--- src/rtl/exc_arbiter.sv ---
// Exception request arbiter feeding CP0: qualifies instruction/interrupt exceptions
// against status, tracks handler nesting depth. Define EXC_IRQ_EN to include the irq path.
module exc_arbiter #(
  parameter int MAX_DEPTH = 6
) (
  input  logic        clk,
  input  logic        rst,
  input  logic        syscall,
  input  logic        brk,
  input  logic        teq,
  input  logic        eret_in,
  input  logic        irq,
  input  logic [31:0] status,
  output logic        exception,
  output logic [3:0]  cause,
  output logic        eret,
  output logic [2:0]  depth,
  output logic        irq_pending,
  output logic        nest_ovf
);

  localparam logic [2:0] DMAX   = 3'(MAX_DEPTH);
  localparam logic [3:0] EC_SYS = 4'b1000;
  localparam logic [3:0] EC_BRK = 4'b1001;
  localparam logic [3:0] EC_TEQ = 4'b1101;
  localparam logic [3:0] EC_IRQ = 4'b0000;

  logic       cand;     // some enabled candidate exists this cycle
  logic       sel_irq;  // that candidate is the pending interrupt
  logic [3:0] sel_code;
  logic       at_max;

  always_comb begin
    cand     = 1'b0;
    sel_irq  = 1'b0;
    sel_code = EC_IRQ;
    if (status[0]) begin
      if (teq && status[3]) begin
        cand = 1'b1; sel_code = EC_TEQ;
      end else if (brk && status[2]) begin
        cand = 1'b1; sel_code = EC_BRK;
      end else if (syscall && status[1]) begin
        cand = 1'b1; sel_code = EC_SYS;
      end else if (irq_pending && status[4]) begin
        cand = 1'b1; sel_irq = 1'b1; sel_code = EC_IRQ;
      end
    end
  end

  // Full depth suppresses the exception entirely; CP0's status shift has no room left.
  assign at_max    = (depth >= DMAX);
  assign exception = cand && !at_max;
  assign cause     = exception ? sel_code : 4'b0000;
  assign eret      = eret_in && (depth != 3'd0) && !exception;

  always_ff @(posedge clk or negedge rst) begin
    if (!rst) begin
      depth    <= 3'd0;
      nest_ovf <= 1'b0;
    end else begin
      if (exception)
        depth <= depth + 3'd1;
      else if (eret)
        depth <= depth - 3'd1;
      if (cand && at_max)
        nest_ovf <= 1'b1;
    end
  end

`ifdef EXC_IRQ_EN
  logic irq_s1, irq_s2;
  logic unused_ok;

  // Clear beats set: a still-high irq re-arms pending one edge after being serviced.
  always_ff @(posedge clk or negedge rst) begin
    if (!rst) begin
      irq_s1      <= 1'b0;
      irq_s2      <= 1'b0;
      irq_pending <= 1'b0;
    end else begin
      irq_s1 <= irq;
      irq_s2 <= irq_s1;
      if (exception && sel_irq)
        irq_pending <= 1'b0;
      else if (irq_s2)
        irq_pending <= 1'b1;
    end
  end

  assign unused_ok = ^status[31:5];
`else
  logic unused_ok;

  assign irq_pending = 1'b0;
  assign unused_ok   = ^{status[31:5], irq, sel_irq};
`endif

endmodule

--- config.mk ---
export PLATFORM = sky130hd
export DESIGN_NAME = exc_arbiter
export DESIGN_NICKNAME = d
export VERILOG_FILES = /design/src/rtl/exc_arbiter.sv
export SDC_FILE = /design/constraint.sdc
export NUM_CORES = 1
export LEC_CHECK = 0
export CAP_MARGIN = 25
export CORE_UTILIZATION = 24
export DETAILED_ROUTE_END_ITERATION = 10
export GPL_ROUTABILITY_DRIVEN = 0
export HOLD_SLACK_MARGIN = 0.1
export PLACE_DENSITY_LB_ADDON = 0.05
export SYNTH_ARGS = -nofsm -noshare
export SYNTH_HDL_FRONTEND = slang
export SYNTH_SLANG_ARGS = --single-unit
--- constraint.sdc ---
create_clock -name clk -period 6.6 [get_ports clk]
set_clock_uncertainty 0.2 [all_clocks]
set_input_delay 1.32 -clock clk [delete_from_list [all_inputs] [get_ports clk]]
set_output_delay 1.32 -clock clk [all_outputs]
set_load 0.05 [all_outputs]
==> run_results.csv <==
group,metric,value,unit
status,status,"finished clean",
placement,portBuffers,18,
timing,hold_violations,0,
worst_setup_path,crit_chain,"clkdlybuf4s50_1, a222oi_1, or2_4, o311a_1, clkdlybuf4s50_1",
timing,period_share,76.7,%
die,num_io_pins,50,
die,die-area,0.00161,sq mm
timing,worst_pin_slew,577,ps
worst_setup_path,ff2ff_path_depth,6,
power,power.density,446,mW/mm^2
hold_path,worstHoldStart,"nest_ovf",
grt,track_usage,13.7,%
cts,clockBufferDepth,2,
cells_and_area,fin_util,41.6,%
timing,period_needed,5060,ps
worst_setup_path,end_kind,"primary output",
synth,synth_edf_count,0,
synth,ys_async_sr_fraction,100,%
routing,wl_met1,389,um
routing,wl_met3,55,um
cells_and_area,syn_to_final_growth,58.8,%
routing,routed-via-count,365,
worst_setup_path,cp_common_cell,"clkdlybuf4s50_1",
timing,grt_setup_unrepaired,"no",
timing,maxSlewHeadroom,61.5,%
power,worst_ir_drop_vdd,0.000158,V
grt,overflow,0,
timing,setup_slack,1540,ps
synth,synth.yosys.seq_area_share,28.7,%
synth,synth_cell_types,26,
cells_and_area,mostFrequentLayoutCell,"clkdlybuf4s50_1",
cts,clk_latency,240,ps
cells_and_area,regArea,100,sq um
worst_setup_path,timing.rr.start,"depth[2]",
cts,cts_resized,0,
cts,tritoncts,"built",
routing,viasPerCell,5.07,
worst_setup_path,worst-path-stages,5,
routing,wl,887,um
routing,drc,0,
die,die_x,40.1,um
run,max_cap_viol_count,0,
routing,routedWlPerCell,12.3,um
cts,clk_pin_slew,30,ps
synth,post_synth.cell_area_avg,9.19,sq um
synth,syn_inst,38,
hold_path,min_path_cells,1,
routing,drtAntennaViolNets,0,
cells_and_area,final_nets,99,
cells_and_area,drive_above_1_share,17.5,%
worst_setup_path,cp-start-kind,"input port",
power,leakage,0.232,nW
die,num_rows,13,
cells_and_area,antennaDiodeCount,0,
power,p_total,247,uW
cts,ctsHoldBuffers,0,
placement,place_worst_setup_slack,1530,ps
cells_and_area,final_cell_mix,"clkdlybuf4s50_1, dfrtp_1, inv_1, clkbuf_4",
synth,synth-seq-cells,4,
routing,first_pass_iters,4,
timing,clock.fmax,198,MHz
routing,dr_wl_met2,402,um
grt,antenna_found_initial,0,
routing,routed.top_layer,"met4",
synth,synthFlopType,"dfrtp_1",
cells_and_area,nFillCells,136,
worst_setup_path,slowest_delay,800,ps
worst_setup_path,cp_slowest_cell,"clkdlybuf4s50_1",
cts,cts.sinks,4,
worst_setup_path,crit_type,"input port to primary output",
synth,synth_area,349,sq um
cts,clock-root-buffer,"clkbuf_4",
worst_setup_path,cp_num_buf_inv,2,
worst_setup_path,worstPathRequired,5080,ps
cells_and_area,multi_input_area,218,sq um
grt,grt_pass1_wl,1410,um
timing,maxSlewViolCount,0,
worst_setup_path,critPathTopFamily,"buffers and inverters",
routing,drtIter0Drc,9,
timing,finalSetupTns,0,ps
worst_setup_path,critPathLaunch,"brk",
cells_and_area,stdcell_area,554,sq um
cts,numCtsBuffers,3,
cts,htreeDepth,1,
hold_path,hp-class,"register to register",
cts,post_cts_buffers,0,
placement,place_area,532,sq um
die,core_area,0.00133,sq mm
die,initial_core_util,26.2,%
grt,grt_pass1_vias,336,
worst_setup_path,crit_path_max_fanout,5,
synth,ys_warn_count,0,
timing,finalSetupViolations,0,
placement,place_hpwl,682,um
worst_setup_path,critPathArrivalTime,3540,ps
grt,grt_max_degree,12,
die,fp.dieH,40.1,um
[stage by stage]
stage,hold slack [ps],std cells
after global placement,251,69
after global routing,281,72
after CTS,266,72
final,262,72
after floorplan,605,39
after detailed placement,258,69
[where the power goes]
group          switching [mW]  leakage (nW)  internal (mW)
Sequential             0.0232        0.0426         0.0346
Combinational          0.0964         0.175         0.0628
Clock                  0.0100        0.0138         0.0203
Total                   0.130         0.232          0.118
[routing by layer]
layer,vias up,global-route usage [%]
li1,173,-
met1,170,14.9
met4,0,12.9
met3,4,2.78
met2,18,21.8
met5,-,0
[kinds of logic (layout without fill, tap and decap cells)]
kind of cell	count (synthesis)	after routing	synth area share (%)
DFF	4	4	28.7
adders and majority gates	1	1	5.73
and+or+nand+nor	12	12	20.8
AOI/OAI and AO/OA	13	13	33.7
buffers and inverters	7	25	10.0
other	1	2	1.07
[final cells by class]
cell class | instances | area share, %
Multi-Input combinational cell | 28 | 39.3
Timing Repair Buffer | 18 | 32.5
Sequential cell | 4 | 18.1
Clock buffer | 3 | 4.06
Tap cell | 15 | 3.39
Inverter | 4 | 2.71
[state kept, by name, indices dropped and copies added (netlist names)]
signal    flops
depth         3
nest_ovf      1
[worst paths after layout]
kind                            end  slack, ps
max                            eret       1540
min                        nest_ovf        260
max reg2reg                depth[2]       4290
min reg2reg                nest_ovf        260
max in group asynchronous  depth[2]       4950
min in group asynchronous  depth[1]       1080
[worst register-to-register path, stage by stage, from the launching register on]
cell,delay (ps)
dfrtp_1,500
a21bo_2,280
or2_4,250
fa_1,510
nand3_1,120
o32ai_1,90
a221oi_2,260
[Yosys cell counts (2+ instances only)]
master / number / area [sq um]
inv_1: 3 / 11.3
o22a_1: 2 / 17.5
a221oi_2: 2 / 30.0
nand2_1: 2 / 7.51
dfrtp_1: 4 / 100
o21ai_0: 2 / 10.0
nor2_1: 2 / 7.51
nand2b_1: 2 / 12.5
buf_4: 2 / 15.0
Power figures use the tool's default switching activity.
